**src/rtl/store_buffer.sv**
```systemverilog
// store_buffer: post-commit store FIFO between the memory stage and the data cache.
// Committed BYTE/HALF/WORD stores enter a DEPTH-entry circular buffer as
// lane-aligned {address, lane data, byte enables}. They leave in order through a
// valid/ready drain port. Load lookups are answered in the same cycle.
// Build option: define SB_FORWARD_EN to forward fully covered loads. Without it,
// any byte overlap only produces a stall, and the forwarding mux is not built.
module store_buffer #(
  parameter int ADDR_WIDTH = 32,
  parameter int DATA_WIDTH = 32,
  parameter int DEPTH      = 4
) (
  input  logic                      clk,
  input  logic                      rst_n,
  input  logic                      push_valid,
  output logic                      push_ready,
  input  logic [ADDR_WIDTH-1:0]     push_addr,
  input  logic [DATA_WIDTH-1:0]     push_data,
  input  logic [1:0]                push_size,
  output logic                      push_misaligned,
  output logic                      drain_valid,
  input  logic                      drain_ready,
  output logic [ADDR_WIDTH-1:0]     drain_addr,
  output logic [DATA_WIDTH-1:0]     drain_data,
  output logic [DATA_WIDTH/8-1:0]   drain_be,
  input  logic                      ld_valid,
  input  logic [ADDR_WIDTH-1:0]     ld_addr,
  input  logic [1:0]                ld_size,
  output logic                      ld_hit,
  output logic [DATA_WIDTH-1:0]     ld_data,
  output logic                      ld_stall,
  output logic                      empty
);

  localparam int LANES     = DATA_WIDTH / 8;
  localparam int LANE_BITS = $clog2(LANES);
  localparam int PTR_W     = $clog2(DEPTH);
  localparam int CNT_W     = PTR_W + 1;

  typedef enum logic [1:0] {
    SZ_BYTE = 2'b00,
    SZ_HALF = 2'b01,
    SZ_WORD = 2'b10
  } access_size_t;

  // Byte-enable pattern of an access of the given size at the given lane offset.
  // Size 11 yields an empty mask, so it never matches anything.
  function automatic logic [LANES-1:0] lane_mask(input logic [1:0] size,
                                                 input logic [LANE_BITS-1:0] off);
    logic [LANES-1:0] base;
    case (size)
      SZ_BYTE: base = LANES'(4'h1);
      SZ_HALF: base = LANES'(4'h3);
      SZ_WORD: base = LANES'(4'hF);
      default: base = '0;
    endcase
    return base << off;
  endfunction

  // Widens a byte-enable mask to a bit mask over the data bus.
  function automatic logic [DATA_WIDTH-1:0] byte_expand(input logic [LANES-1:0] m);
    logic [DATA_WIDTH-1:0] r;
    for (int b = 0; b < LANES; b++) r[b*8 +: 8] = {8{m[b]}};
    return r;
  endfunction

  // Entry storage
  logic [ADDR_WIDTH-1:0] addr_q [DEPTH];
  logic [DATA_WIDTH-1:0] data_q [DEPTH];
  logic [LANES-1:0]      be_q   [DEPTH];

  // Pointers, occupancy and the misalignment pulse
  logic [PTR_W-1:0] head_q, head_d;
  logic [PTR_W-1:0] tail_q, tail_d;
  logic [CNT_W-1:0] count_q, count_d;
  logic             misaligned_q, misaligned_d;

  // Push-side decode
  logic [LANE_BITS-1:0]  push_off;
  logic [LANES-1:0]      push_be;
  logic [DATA_WIDTH-1:0] push_lane_data;
  logic [ADDR_WIDTH-1:0] push_lane_addr;
  logic                  push_bad;
  logic                  push_fire;
  logic                  push_write;
  logic                  drain_fire;

  assign push_off       = push_addr[LANE_BITS-1:0];
  assign push_be        = lane_mask(push_size, push_off);
  assign push_lane_data = (push_data << {push_off, 3'b000}) & byte_expand(push_be);
  assign push_lane_addr = {push_addr[ADDR_WIDTH-1:LANE_BITS], {LANE_BITS{1'b0}}};

  // A full buffer refuses pushes even if the head drains this cycle.
  assign push_ready  = (count_q != CNT_W'(DEPTH));
  assign push_fire   = push_valid && push_ready;
  assign drain_valid = (count_q != '0);
  assign drain_fire  = drain_valid && drain_ready;
  assign empty       = (count_q == '0);

  // Classify the offered store; misaligned and size-11 stores are consumed but dropped.
  always_comb begin
    push_bad = 1'b0;
    case (push_size)
      SZ_BYTE: push_bad = 1'b0;
      SZ_HALF: push_bad = push_addr[0];
      SZ_WORD: push_bad = (push_addr[1:0] != 2'b00);
      default: push_bad = 1'b1;
    endcase
  end

  assign push_write = push_fire && !push_bad;

  // Head entry goes straight from storage to the dcache port.
  assign drain_addr = addr_q[head_q];
  assign drain_data = data_q[head_q];
  assign drain_be   = drain_valid ? be_q[head_q] : '0;
  assign push_misaligned = misaligned_q;

  // Next-state for pointers, occupancy and the misalignment pulse.
  // NOTE: every combinational output gets a default at the top so no path leaves it unassigned (no latch).
  always_comb begin
    head_d       = head_q;
    tail_d       = tail_q;
    count_d      = count_q;
    misaligned_d = push_fire && push_bad;
    if (push_write) tail_d = tail_q + PTR_W'(1);
    if (drain_fire) head_d = head_q + PTR_W'(1);
    case ({push_write, drain_fire})
      2'b10:   count_d = count_q + CNT_W'(1);
      2'b01:   count_d = count_q - CNT_W'(1);
      default: count_d = count_q;
    endcase
  end

  // Control registers with synchronous active-low reset.
  // NOTE: sequential state uses non-blocking assignments so every flop samples pre-edge values.
  always_ff @(posedge clk) begin
    if (!rst_n) begin
      head_q       <= '0;
      tail_q       <= '0;
      count_q      <= '0;
      misaligned_q <= 1'b0;
    end else begin
      head_q       <= head_d;
      tail_q       <= tail_d;
      count_q      <= count_d;
      misaligned_q <= misaligned_d;
    end
  end

  // Entry write port.
  // NOTE: the entry array is deliberately not reset; count gates validity, so stale contents are never observed.
  always_ff @(posedge clk) begin
    if (push_write) begin
      addr_q[tail_q] <= push_lane_addr;
      data_q[tail_q] <= push_lane_data;
      be_q[tail_q]   <= push_be;
    end
  end

  // Load lookup decode
  logic [LANE_BITS-1:0]  ld_off;
  logic [LANES-1:0]      ld_mask;
  logic [ADDR_WIDTH-1:0] ld_lane_addr;
  logic [LANES-1:0]      covered;
  logic [PTR_W-1:0]      idx;
`ifdef SB_FORWARD_EN
  logic [DATA_WIDTH-1:0] fwd_lanes;
`endif

  assign ld_off       = ld_addr[LANE_BITS-1:0];
  assign ld_mask      = lane_mask(ld_size, ld_off);
  assign ld_lane_addr = {ld_addr[ADDR_WIDTH-1:LANE_BITS], {LANE_BITS{1'b0}}};

  // Scan valid entries oldest to youngest, so a younger store overwrites an older one per byte.
  // NOTE: blocking assignments here are intentional; later loop iterations must see earlier results.
  always_comb begin
    covered = '0;
    idx     = '0;
`ifdef SB_FORWARD_EN
    fwd_lanes = '0;
`endif
    for (int k = 0; k < DEPTH; k++) begin
      idx = head_q + PTR_W'(k);
      if ((CNT_W'(k) < count_q) && (addr_q[idx] == ld_lane_addr)) begin
        for (int b = 0; b < LANES; b++) begin
          if (be_q[idx][b] && ld_mask[b]) begin
            covered[b] = 1'b1;
`ifdef SB_FORWARD_EN
            fwd_lanes[b*8 +: 8] = data_q[idx][b*8 +: 8];
`endif
          end
        end
      end
    end
  end

`ifdef SB_FORWARD_EN
  // Full coverage forwards the merged bytes right-aligned; partial coverage stalls with zero data.
  always_comb begin
    ld_hit   = ld_valid && (ld_mask != '0) && (covered == ld_mask);
    ld_stall = ld_valid && (covered != '0) && (covered != ld_mask);
    ld_data  = ld_hit ? (fwd_lanes >> {ld_off, 3'b000}) : '0;
  end
`else
  // Without forwarding, any overlap with a buffered store stalls the load.
  always_comb begin
    ld_hit   = 1'b0;
    ld_data  = '0;
    ld_stall = ld_valid && (covered != '0);
  end
`endif

endmodule

```
**config.mk**
```make
export PLATFORM = sky130hd
export DESIGN_NAME = store_buffer
export DESIGN_NICKNAME = d
export VERILOG_FILES = /design/src/rtl/store_buffer.sv
export SDC_FILE = /design/constraint.sdc
export NUM_CORES = 1
export LEC_CHECK = 0
export BUFFER_PORTS_ARGS = -buffer_cell sky130_fd_sc_hd__buf_2
export CORE_MARGIN = 10
export CORE_UTILIZATION = 30
export DETAILED_ROUTE_END_ITERATION = 16
export PLACE_DENSITY = 0.55
export SYNTH_ARGS = -nofsm -noshare
export SYNTH_HDL_FRONTEND = slang
export SYNTH_SLANG_ARGS = --single-unit
```
**constraint.sdc**
```tcl
create_clock -name clk -period 4.35 [get_ports clk]
set_input_delay 0.87 -clock clk [delete_from_list [all_inputs] [get_ports clk]]
set_output_delay 0.87 -clock clk [all_outputs]
set_load 0.02 [all_outputs]
```
Word-level counts from Yosys, hierarchy flattened
Memories as Yosys holds them, arrays and structs flattened. A register that Yosys moved wholly into a read port is not among the register bits.
Index checks and enable logic that the tools add are counted.
Widths: inputs -> output; s select.
{"block": "word_totals", "reg_bits": 8, "ram_bits": 264, "n_memories": 3}
{"name": "data_q", "words": 4, "word_bits": 32, "read_ports": 1, "rd_clocked_by_memory_dff": 1, "wr": 1, "line_no": "68", "rtl": "logic [DATA_WIDTH-1:0] data_q [DEPTH];"}
{"name": "addr_q", "words": 4, "word_bits": 30, "read_ports": 4, "rd_clocked_by_memory_dff": 1, "wr": 1, "line_no": "67", "rtl": "logic [ADDR_WIDTH-1:0] addr_q [DEPTH];"}
{"name": "be_q", "words": 4, "word_bits": 4, "read_ports": 4, "rd_clocked_by_memory_dff": 1, "wr": 1, "line_no": "69", "rtl": "logic [LANES-1:0] be_q [DEPTH];"}
{"block": "classes", "addsub": 6, "magnitude_cmp": 4, "eq_ne": 11, "shifts": 3, "mux": 33, "n_bitwise": 1, "reduce_logical": 33}
{"cell": "$eq 32x32->1", "n": 4}
{"cell": "$and 32x32->32", "n": 1}
{"cell": "$shl 32x5->32", "n": 1}
{"cell": "$logic_and 1x1->1", "n": 25}
{"cell": "$pmux 4 s3", "n": 2}
{"cell": "$mux 4", "n": 5}
{"cell": "$mux 1", "n": 18}
{"cell": "$mux 2", "n": 6}
{"cell": "$shl 4x2->4", "n": 2}
{"cell": "$eq 2x1->1 const B", "n": 3}
{"cell": "$eq 2x2->1 const B", "n": 3}
{"cell": "$lt 1x3->1 const A", "n": 2}
{"cell": "$lt 2x3->1 const A", "n": 2}
{"cell": "$pmux 3 s2", "n": 1}
{"cell": "$add 2x1->2 const B", "n": 2}
{"cell": "$add 2x2->2 const B", "n": 2}
{"cell": "$logic_not 2->1", "n": 2}
{"cell": "$reduce_bool 2->1", "n": 2}
{"cell": "$reduce_bool 4->1", "n": 1}
{"cell": "$add 3x1->3 const B", "n": 1}
{"cell": "$logic_not 3->1", "n": 1}
{"cell": "$ne 3x3->1 const B", "n": 1}
{"cell": "$pmux 1 s3", "n": 1}
{"cell": "$reduce_bool 3->1", "n": 1}
{"cell": "other kinds (2)", "n": 2}

Logic depth before layout (Yosys ltp)
Gate-level depths: netlist (run 1).
{"block": "depth", "word_depth": 14, "ltp_mapped": 12, "depth_no_buf": 10}

Worst setup path after synthesis (run 1)
Ideal clock, no wire load.
{"block": "synth_path", "kind": "input-to-reg", "start": "input port push_size[0]", "end": "memory addr_q[0][0] in the netlist's numbering (enable)", "arrival_time_ps": 3257, "required_time_ps": 3919, "setup_slack_ps": 662, "stages": 6, "n_path_buf": 0, "cell_sequence": "inv_1 > ha_1 > a21oi_1 > o21bai_1 > nor2_1 > and2_1"}
{"block": "synth_via", "elab_chain_cells": 6, "elab_cells_between_ends": 8}
{"element": "start: declaration", "line_no": "18", "rtl": "input logic [1:0] push_size,"}
{"element": "$eq 2x2->1, or another cell as far along", "line_no": "102", "rtl": "case (push_size)"}
{"element": "$pmux 1 s3 (*)", "line_no": "102"}
{"element": "$logic_not 1->1 (*)", "line_no": "110", "rtl": "assign push_write = push_fire && !push_bad;"}
{"element": "$logic_and 1x1->1 (*)", "line_no": "110"}
{"element": "$mux 1 (*)", "line_no": "153", "rtl": "if (push_write) begin"}
{"element": "$mux 1 (implied by the code) (*)", "line_no": "154", "rtl": "addr_q[tail_q] <= push_lane_addr;"}
{"element": "end: declaration", "line_no": "67"}
Mark *: on every way between the ends. The rest lies on a longest branch, timed or not.

Worst setup path after layout (run 1)
{"block": "layout_path", "start": "register head_q[0]", "end": "output port ld_stall"}
{"block": "layout_via", "elab_chain_cells": 11, "elab_cells_between_ends": 40}
{"element": "start: declaration", "line_no": "72", "rtl": "logic [PTR_W-1:0] head_q, head_d;"}
{"element": "start signal: assignment", "line_no": "138", "rtl": "head_q <= '0;"}
{"element": "start signal: assignment", "line_no": "143", "rtl": "head_q <= head_d;"}
{"element": "$add 2x1->2", "line_no": "183", "rtl": "idx = head_q + PTR_W'(k);"}
{"element": "$mem_v2 4x30 or $mem_v2 4x4 (tied branches)"}
{"element": "$eq 32x32->1 or $logic_and 1x1->1 (tied branches)", "line_no": "184, 186"}
{"element": "$logic_and 1x1->1 or $mux 1 (tied branches)", "line_no": "184, 186"}
{"element": "$mux 4", "line_no": "184", "rtl": "if ((CNT_W'(k) < count_q) && (addr_q[idx] == ld_lane_addr)) begin"}
{"element": "$mux 1", "line_no": "186", "rtl": "if (be_q[idx][b] && ld_mask[b]) begin"}
{"element": "$mux 4", "line_no": "184"}
{"element": "$mux 1", "line_no": "186"}
{"element": "$mux 4 (*)", "line_no": "184"}
{"element": "$reduce_bool 4->1 (*)", "line_no": "209", "rtl": "ld_stall = ld_valid && (covered != '0);"}
{"element": "$logic_and 1x1->1 (*)", "line_no": "209"}
{"element": "end: declaration", "line_no": "30", "rtl": "output logic ld_stall,"}
Marked as above.

==> results_dict.tcl, run 1 <==
set metrics [dict create \
    via_per_inst 5.17 \
    worst_path_max_delay_cell "mux4_2" \
    synth_fa_ha_area_share_pct 1.13 \
    postSynth.asyncResetShare_pct 0 \
    worstHoldPathCells 1 \
    timing.hold.ws_ns 0.506 \
    io_buffers 175 \
    initial_utilization_pct 30.3 \
    post-route-cell-area_um2 18600 \
    finish.cell_count_without_fillers 1957 \
    ys_seq_area_share_pct 52.4 \
    final_max_slew_viol_count 0 \
    die_area_um2 61100 \
    post_synth_xor_area_fraction_pct 5.76 \
    maxCapViolCount 0 \
    clk-insertion-delay-late_ns 0.58 \
    number_of_levels_the_h_tree_was_split_into 1 \
    layout_setup_ws_ns 0.0468 \
    global_route.usage.total_pct 14.9 \
    floorplan.io_pins 211 \
    synthesis.area_per_instance_um2 14.8 \
    synthesis.area_um2 15500 \
    crit_path_end_kind "primary output" \
    initialDrtViolationCount 755 \
    placementRows 83 \
    critical_path.most_common_cell "buf_4" \
    layout-area-overhead-vs-synth_pct 20.1 \
    worst_path_top_cell_family_by_delay "compound AO/OA/AOI/OAI gates" \
    period_share_pct 98.9 \
    dpl_worst_slack_ns 0.180 \
    synthDominantAreaCellType "edfxtp_1" \
    postSynth.topFlopCell "edfxtp_1" \
    final-setup-viol-count 0 \
    die_w_um 247 \
    criticalPathCategory "flip-flop to primary output" \
    grt_max_degree 48 \
    drt_pass1_iterations 5 \
    tightest_slew_ns 0.988 \
    placed_cell_area_um2 17100 \
    synth.lib_cells_used.distinct 61 \
    synth_compound_area_share_pct 5.57 \
    rr_worst_depth 7 \
    placeable_core_region_um2 51200 \
    synthesis.yosys.warnings 0 \
    netlist.area_leader.share_pct 51.2 \
    biggest_area_contributors_in_the_synthesized_netlist "edfxtp_1 (51%), mux4_2 (15%), mux2i_1 (7.2%), xnor2_1 (3.2%), xor2_1 (2.6%)" \
    clock_tree_from_tritoncts "yes" \
    path_clk_slew_ns 0.07 \
    p_total_mw 9.44 \
    clock-skew-final_ns 0.0104 \
    outcome "complete, no violations" \
    power_leakage_nw 6.32 \
    slew_headroom_pct 32.3 \
    critPathRequiredTime_ns 3.48 \
    achievable-frequency_mhz 232 \
    place_hpwl_um 34500 \
    pwr_density_cell_nw_per_um2 507 \
    grt_pass1_wl_um 68500 \
    place.gp.congestion 0.909 \
    critical_path.startpoint_type "flip-flop" \
    dominant_combinational_cell_family_by_area_after_synthesis "multiplexers" \
    power.ir.vdd_worst_mv 0.337 \
    max-clock-path-buffers 3 \
    remaining_drc_errors 0 \
    path_max_fanout 5 \
    wl_um 46900 \
    instance_count_after_placement_with_tap_cells_included 1874 \
    n_fill_cell 4965 \
    final_layout_size_suffix_gt1_share_pct 35.0 \
    synth-edff-count 264 \
    synth_simple_gate_area_share_pct 5.64 \
    post_synth_inst_count 1050 \
    critical_path.max_stage_delay_ns 0.57 \
    buf_inv_on_cp 3 \
    report.final.hold_viol_count 0 \
    cp_data_arrival_time_ns 3.43 \
    cts-buffers-inserted 29 \
    cts_num_sinks 274 \
    first_global_vias 10400 \
    number_of_antenna_violations_at_the_first_check_in_global_routing 3 \
    clk_root_buffer_cell "clkbuf_16" \
    detail-route-antenna-nets 0 \
    series_of_cell_instances_along_the_critical_path "buf_4 -> mux4_2 -> a221o_1 -> a2111oi_4 -> buf_4 -> nand4_1 -> nor4_2 -> o41a_1 -> buf_6" \
    post_synth_mux_area_share_pct 24.6 \
    die-height_um 247 \
    synth_seq_cells 274 \
    final_nets 1370 \
    worst_min_delay_path_category "input pin to flip-flop" \
    cp_num_cells 9 \
    route.detailed.wl_per_inst_um 24.0 \
    grt_overflow 0 \
    via_count 10100 \
    final.min_clock_period_ns 4.30 \
]
==> report_power, final <==
group / total [mW] / internal (mW) / switching [mW] / leakage (nW)
clock: 2.57 / 1.52 / 1.05 / 0.480
combinational: 3.70 / 1.65 / 2.05 / 3.32
sequential: 3.17 / 3.06 / 0.111 / 2.52
total: 9.44 / 6.22 / 3.22 / 6.32
==> cell families after synthesis <==
| family | Yosys count |
|---|---|
| adder cells (fa/ha/maj) | 14 |
| flip-flops | 274 |
| AND/OR/NAND/NOR | 170 |
| buffers and inverters | 128 |
| other | 1 |
| multiplexers | 236 |
| AO/OA/AOI/OAI | 125 |
| XOR/XNOR | 102 |
==> synth_stat cells (all sizes together) (16+ instances only) <==
master    n
clkbuf   25
edfxtp  264
nor2     47
nand2    23
o21ai    20
a211oi   22
and2     22
xnor2    56
mux4    112
buf      84
xor2     46
nand4    16
nor2b    17
mux2i   113
a21oi    23
inv      19
==> flip-flops by register name (all words and copies together) (netlist names), named ones only <==
name	count
addr_q	120
be_q	16
count_q	3
data_q	128
head_q	2
push_misaligned	1
tail_q	2
==> worst paths after layout <==
path | slack, ns | startpoint | endpoint
hold reg to reg | 0.58 | tail_q[1]$_SDFFE_PN0P_ | tail_q[1]$_SDFFE_PN0P_
setup reg to reg | 1.40 | count_q[0]$_SDFFE_PN0P_ | addr_q[3][23]$_DFFE_PP_
setup / recovery | 0.05 | head_q[0]$_SDFFE_PN0P_ | ld_stall
hold / removal | 0.51 | push_addr[25] | addr_q[2][23]$_DFFE_PP_
==> final cells by class <==
class                      count  area [µm²]  area share [%]
clock inverter                22         246            1.32
clock buffer                  32         737            3.96
antenna                        3        7.51          0.0403
sequential                   274        8140            43.7
inverter                      19        75.1           0.403
timing repair buffer         245        1640            8.78
multi-input combinational    682        6920            37.2
tap                          680         851            4.57
==> metal layers <==
layer / global-route usage (%) / wire length, µm
met5: 0 / 18
met4: 3.16 / 994
met3: 4.25 / 4370
met2: 24.3 / 22000
met1: 19.3 / 19500
==> cell usage in the layout (no fill, tap or decap), drive strengths merged, types with 11 or more instances in the layout <==
cell	instances
edfxtp	264
buf	244
mux2i	113
mux4	112
xnor2	56
nor2	47
xor2	46
conb	35
clkbuf	32
a21oi	23
nand2	23
a211oi	22
and2	22
o21ai	20
inv	19
nor2b	17
nand4	16
ha	14
nor4	14
clkinv	14
a22oi	12
mux2	11
==> metrics by stage <==
stage          util, %  TNS [ns]
2_1_floorplan        -         0
3_5_place_dp      33.4         0
4_1_cts           35.8         0
6_report          36.4         0
5_1_grt           36.4   -0.0451
3_3_place_gp      33.4         0
==> timing repair <==
action,CTS,global route
endpoints found under the setup margin,1,1
setup buffers,12,13
pin swaps,1,5
hold buffers,0,0
resized for setup,10,42
gates cloned,1,0
Power figures use the tool's default switching activity.
==> inputs of run 2 (changes only) <==
--- a/config.mk
+++ b/config.mk
@@ -6,10 +6,13 @@
 export NUM_CORES = 1
 export LEC_CHECK = 0
 export BUFFER_PORTS_ARGS = -buffer_cell sky130_fd_sc_hd__buf_2
+export CAP_MARGIN = 25
 export CORE_MARGIN = 10
 export CORE_UTILIZATION = 30
 export DETAILED_ROUTE_END_ITERATION = 16
 export PLACE_DENSITY = 0.55
+export SETUP_SLACK_MARGIN = 0.1
+export SLEW_MARGIN = 30
 export SYNTH_ARGS = -nofsm -noshare
 export SYNTH_HDL_FRONTEND = slang
 export SYNTH_SLANG_ARGS = --single-unit
==> results_dict.tcl, run 2 (synthesis results as in run 1) <==
set metrics [dict create \
    largestRegisters "data_q x128, addr_q x120, be_q x16" \
    timing.hold.ws_ns 0.506 \
    remaining_drc_errors 0 \
    die_w_um 247 \
    cp_data_arrival_time_ns 3.42 \
    placementRows 83 \
    number_of_levels_the_h_tree_was_split_into 1 \
    pwr_density_cell_nw_per_um2 509 \
    final_nets 1367 \
    cts_num_sinks 274 \
    most-common-layout-cells "edfxtp_1 (264), buf_2 (174), mux4_2 (106)" \
    cts-buffers-inserted 29 \
    slew_headroom_pct 40.6 \
    initial_utilization_pct 30.3 \
    layout.cells.most_common "edfxtp_1" \
    power_leakage_nw 6.31 \
    floorplan.io_pins 211 \
    rr_worst_depth 7 \
    final.min_clock_period_ns 4.29 \
    die_area_um2 61100 \
    path_clk_slew_ns 0.06 \
    worst_min_delay_path_category "input pin to flip-flop" \
    clk-insertion-delay-late_ns 0.58 \
    initialDrtViolationCount 834 \
    route.detailed.wl_per_inst_um 24.1 \
    critical_path.endpoint "ld_stall" \
    via_count 10100 \
    number_of_antenna_violations_at_the_first_check_in_global_routing 3 \
    path_max_fanout 5 \
    placeable_core_region_um2 51200 \
    hold_path.startpoint "push_addr[20]" \
    grt_pass1_wl_um 68700 \
    post-route-cell-area_um2 18500 \
    criticalPathCategory "flip-flop to primary output" \
    max-clock-path-buffers 3 \
    registers.top_by_ff_count "data_q" \
    die-height_um 247 \
    register_to_register_setup_slack_ns 1.43 \
    io_buffers 175 \
    detail-route-antenna-nets 0 \
    first_global_vias 10400 \
    critical_path.startpoint_type "flip-flop" \
    via_per_inst 5.17 \
    period_share_pct 98.5 \
    tightest_slew_ns 0.890 \
    layout-area-overhead-vs-synth_pct 19.7 \
    place.gp.congestion 0.909 \
    maxCapViolCount 0 \
    place_hpwl_um 34500 \
    crit_path_start "head_q[0]$_SDFFE_PN0P_" \
    wl_um 47000 \
    power.ir.vdd_worst_mv 0.336 \
    drt_pass1_iterations 6 \
    outcome "complete, no violations" \
    postLayoutCoreUtil_pct 36.2 \
    crit_path_end_kind "primary output" \
    global_route.usage.total_pct 15.0 \
    final-setup-viol-count 0 \
    clock-skew-final_ns 0.00935 \
    clock_tree_from_tritoncts "yes" \
    final_max_slew_viol_count 0 \
    grt_overflow 0 \
    grt_max_degree 48 \
    r2r-end "addr_q[3][23]$_DFFE_PP_" \
    report.final.hold_viol_count 0 \
    clk_root_buffer_cell "clkbuf_16" \
    final_layout_size_suffix_gt1_share_pct 34.6 \
    largest_reg_flops 128 \
    achievable-frequency_mhz 233 \
    rr_startpoint "count_q[0]$_SDFFE_PN0P_" \
    setup_repair_after_global_routing_missed_its_margin "true" \
    critPathRequiredTime_ns 3.48 \
    placed_cell_area_um2 17100 \
]
run 2: changes by cell type in the layout (fill, tap and decap cells not counted), sizes merged:
cell	change
diode	-2
clkinvlp	-1
inv	+1
clkbuf	+1
buf	-4
run 2: where the power goes:
group	total, mW	leakage [nW]	switching [mW]	internal [mW]
combinational	3.71	3.31	2.05	1.65
clock	2.56	0.480	1.05	1.52
sequential	3.17	2.52	0.114	3.06
total	9.44	6.31	3.21	6.23
run 2: worst min-delay path by stage:
stage	to	slack [ns]	cells after the start
2_1_floorplan	count_q[2]$_SDFFE_PN0P_	0.52	2
3_3_place_gp	tail_q[1]$_SDFFE_PN0P_	0.55	2
3_5_place_dp	tail_q[1]$_SDFFE_PN0P_	0.57	2
4_1_cts	addr_q[2][12]$_DFFE_PP_	0.47	1
5_1_grt	addr_q[0][12]$_DFFE_PP_	0.48	1
6_report	addr_q[1][18]$_DFFE_PP_	0.51	1
run 2: final cells by class:
class | instances | area (µm²)
diodes | 1 | 2.50
clock buffers | 32 | 737
clock inverters | 22 | 246
fillers | 4968 | 32700
inverters | 19 | 71.3
multi-input cells | 682 | 6890
flip-flops and latches | 274 | 8140
well taps | 680 | 851
repair buffers | 242 | 1610
run 2: stage by stage:
stage	std cells	worst slack (ns)	total power [mW]	setup TNS [ns]
floorplan	1084	0.662	5.68	0
global placement	1874	0.232	6.68	0
detailed placement	1874	0.180	6.68	0
CTS	1949	0.0872	9.49	0
global route	1951	-0.0740	9.92	-0.0740
finish	1952	0.0633	9.44	0
run 2: repair_timing:
item                                    4_1_cts  5_1_grt
resized for setup                            21       18
endpoints found under the setup margin        1        1
setup buffers                                20        1
gates cloned                                  1        1
endpoints found under the hold margin         0        0
pin swaps                                     2        5
hold buffers                                  0        0
run 2: routing by layer:
| layer | track usage [%] | wire length, µm | share of wire, % |
|---|---|---|---|
| met4 | 3.14 | 977 | 2.1 |
| met2 | 24.5 | 22200 | 47 |
| met5 | 0 | 18 | 0.038 |
| met1 | 19.3 | 19500 | 41 |
| met3 | 4.40 | 4380 | 9.3 |
run 2: worst max-delay path, stage by stage, from the launching register on:
cell,delay [ns]
dfxtp_4,0.38
buf_4,0.17
mux4_2,0.58
a221o_1,0.45
a2111oi_2,0.35
buf_4,0.17
nand4_1,0.11
nor4_2,0.16
o41a_1,0.32
buf_6,0.16
==> inputs of run 3 (changes only) <==
--- a/config.mk
+++ b/config.mk
@@ -5,6 +5,7 @@
 export SDC_FILE = /design/constraint.sdc
 export NUM_CORES = 1
 export LEC_CHECK = 0
+export ABC_AREA = 1
 export BUFFER_PORTS_ARGS = -buffer_cell sky130_fd_sc_hd__buf_2
 export CAP_MARGIN = 25
 export CORE_MARGIN = 10
==> results_dict.tcl, run 3 <==
set metrics [dict create \
    post_cts_hold_buffer_count 0 \
    netlist.area_leader.share_pct 47.7 \
    synthesis.yosys.warnings 0 \
    rr_startpoint "count_q[0]$_SDFFE_PN0P_" \
    place.gp.congestion 0.961 \
    final_nets 2494 \
    critical_path.startpoint_type "flip-flop" \
    final_layout_size_suffix_gt1_share_pct 12.3 \
    critPathRequiredTime_ns 3.48 \
    n_fill_cell 5711 \
    slew_headroom_pct 43.6 \
    largest_reg_flops 128 \
    n_antenna_cell 0 \
    switching_power_as_a_share_of_total_power_pct 46.5 \
    crit_path_start "head_q[0]$_SDFFE_PN0P_" \
    grt_overflow 0 \
    power.ir.vdd_worst_mv 0.323 \
    path_clk_slew_ns 0.05 \
    drt_pass1_iterations 9 \
    placeable_core_region_um2 55000 \
    report.final.hold_viol_count 0 \
    crit_path_end_kind "primary output" \
    detail-route-antenna-nets 0 \
    registers.top_by_ff_count "data_q" \
    setup_repair_after_global_routing_missed_its_margin "false" \
    number_of_antenna_violations_at_the_first_check_in_global_routing 4 \
    biggest_area_contributors_in_the_synthesized_netlist "edfxtp_1 (48%), nand2_1 (21%), nand3_1 (5.7%), nor2_1 (4.9%), o21ai_0 (4.3%)" \
    yosys.cell_count.top_type "nand2_1" \
    clk_root_buffer_cell "clkbuf_16" \
    initialDrtViolationCount 1320 \
    ys_seq_area_share_pct 48.9 \
    grt_pass1_wl_um 89700 \
    worst_min_delay_path_category "input pin to flip-flop" \
    p_int_mw 6.21 \
    max-clock-path-buffers 3 \
    synthDominantAreaCellType "edfxtp_1" \
    postSynth.topFlopCell "edfxtp_1" \
    place_hpwl_um 43700 \
    via_per_inst 4.89 \
    grt_max_degree 88 \
    wl_um 60700 \
    final-setup-viol-count 0 \
    combinationalPowerShare_pct 49.5 \
    clock_power_share_pct 22.8 \
    final-seq-area_um2 8140 \
    cts-buffers-inserted 34 \
    global_route.usage.total_pct 17.7 \
    series_of_cell_instances_along_the_critical_path "inv_8 -> nand2_4 -> nand2_4 -> buf_12 -> nand3_1 -> nand3_1 -> nand2_1 -> nor2_1 -> nand2_1 -> nor2_1 -> nand2_1 -> o21ai_1 -> nand2_1 -> a21oi_2 -> buf_2" \
    outcome "complete, no violations" \
    number_of_levels_the_h_tree_was_split_into 2 \
    cp_data_arrival_time_ns 3.18 \
    postSynth.asyncResetShare_pct 0 \
    post_synth_inst_count 2216 \
    clock_tree_from_tritoncts "yes" \
    synthesis.area_per_instance_um2 7.50 \
    worst_path_top_cell_family_by_delay "simple AND/OR/NAND/NOR gates" \
    cts_num_sinks 274 \
    p_total_mw 11.6 \
    buf_inv_on_cp 3 \
    period_share_pct 93.1 \
    power_leakage_nw 8.86 \
    pwr_density_cell_nw_per_um2 599 \
    io_buffers 175 \
    placementRows 86 \
    hold_path.startpoint "push_addr[28]" \
    switchingPower_mw 5.40 \
    timing.hold.ws_ns 0.526 \
    critical_path.most_common_cell "nand2_1" \
    remaining_drc_errors 0 \
    layout-area-overhead-vs-synth_pct 16.6 \
    clock-skew-final_ns 0.0144 \
    die-height_um 255 \
    largestRegisters "data_q x128, addr_q x120, be_q x16" \
    multi_input_comb_area_um2 7230 \
    synthesis.area_um2 16600 \
    yosys-top-cells-count "nand2_1 (918), edfxtp_1 (264), nor2_1 (219), nand3_1 (190), inv_1 (175)" \
    die_area_um2 65200 \
    tightest_slew_ns 0.840 \
    floorplan.io_pins 211 \
    synth_seq_cells 274 \
    via_count 15400 \
    power_frac_seq_pct 27.6 \
    first_global_vias 14500 \
    layout.cells.most_common "nand2_1" \
    synth.lib_cells_used.distinct 32 \
    final.min_clock_period_ns 4.05 \
    maxCapViolCount 0 \
    achievable-frequency_mhz 247 \
    worst_path_max_delay_cell "dfxtp_4" \
    die_w_um 255 \
    most-common-layout-cells "nand2_1 (917), edfxtp_1 (264), nor2_1 (214)" \
    criticalPathCategory "flip-flop to primary output" \
    critical_path.max_stage_delay_ns 0.41 \
    final_max_slew_viol_count 0 \
    route.detailed.wl_per_inst_um 19.3 \
    clk-insertion-delay-late_ns 0.56 \
    path_max_fanout 31 \
    synth-edff-count 264 \
    initial_utilization_pct 30.2 \
]
[run 3: timing repair]
| item | in CTS | in global routing |
|---|---|---|
| gates cloned | 0 | 1 |
| pin swaps | 0 | 0 |
| setup buffers | 1 | 0 |
| endpoints found under the setup margin | 1 | 1 |
| gates resized for setup | 4 | 10 |
[run 3: worst paths after layout]
path                                   to  depth (start not counted)  slack (ns)
hold reg to reg    tail_q[1]$_SDFFE_PN0P_                          2        0.55
setup reg to reg  addr_q[3][10]$_DFFE_PP_                          8        1.68
setup / recovery                 ld_stall                         15        0.30
hold / removal    addr_q[1][26]$_DFFE_PP_                          1        0.53
[run 3: logic make-up after synthesis]
group                    Yosys count  share of synthesized area (%)
AND/OR/NAND/NOR                 1353                           32.4
buffers and inverters            312                           8.76
flip-flops                       274                           48.9
AO/OA/AOI/OAI                    246                           7.99
XOR/XNOR                          16                          0.843
adder cells (fa/ha/maj)           14                           1.05
other                              1                         0.0226
[run 3: power groups by stage]
| stage | combinational [mW] | sequential [mW] | clock, mW |
|---|---|---|---|
| 6_report | 5.76 | 3.21 | 2.65 |
| 5_1_grt | 6.34 | 3.23 | 2.83 |
| 4_1_cts | 5.67 | 3.21 | 2.73 |
| 3_5_place_dp | 5.62 | 3.26 | 0 |
| 3_3_place_gp | 5.57 | 3.26 | 0 |
| 2_1_floorplan | 3.79 | 3.19 | 0 |
[run 3: per-layer routing]
metal	vias up	track usage [%]	wire, µm
met1	7134	22.5	25700
met5	-	0	46
met3	112	3.78	4850
li1	7458	-	-
met4	6	6.45	1980
met2	669	29.0	28100
[run 3: cell type report]
type                            instances  area share (%)
Clock buffer                           39            4.49
Clock inverter                         16           0.775
Inverter                              182            3.58
Multi-Input combinational cell       1664            37.3
Sequential cell                       274            42.0
Tap cell                              748            4.83
Timing Repair Buffer                  219            7.07
[run 3: through the flow]
stage | setup slack, ns | instances | util (%) | TNS (ns) | area (µm²)
after floorplan | -0.733 | 2250 | - | -193.56 | 16700
after global placement | 0.378 | 3085 | 33.2 | 0 | 18300
after detailed placement | 0.461 | 3085 | 33.2 | 0 | 18300
after CTS | 0.105 | 3141 | 35.1 | 0 | 19300
after global routing | 0.102 | 3142 | 35.3 | 0 | 19400
final | 0.302 | 3142 | 35.3 | 0 | 19400
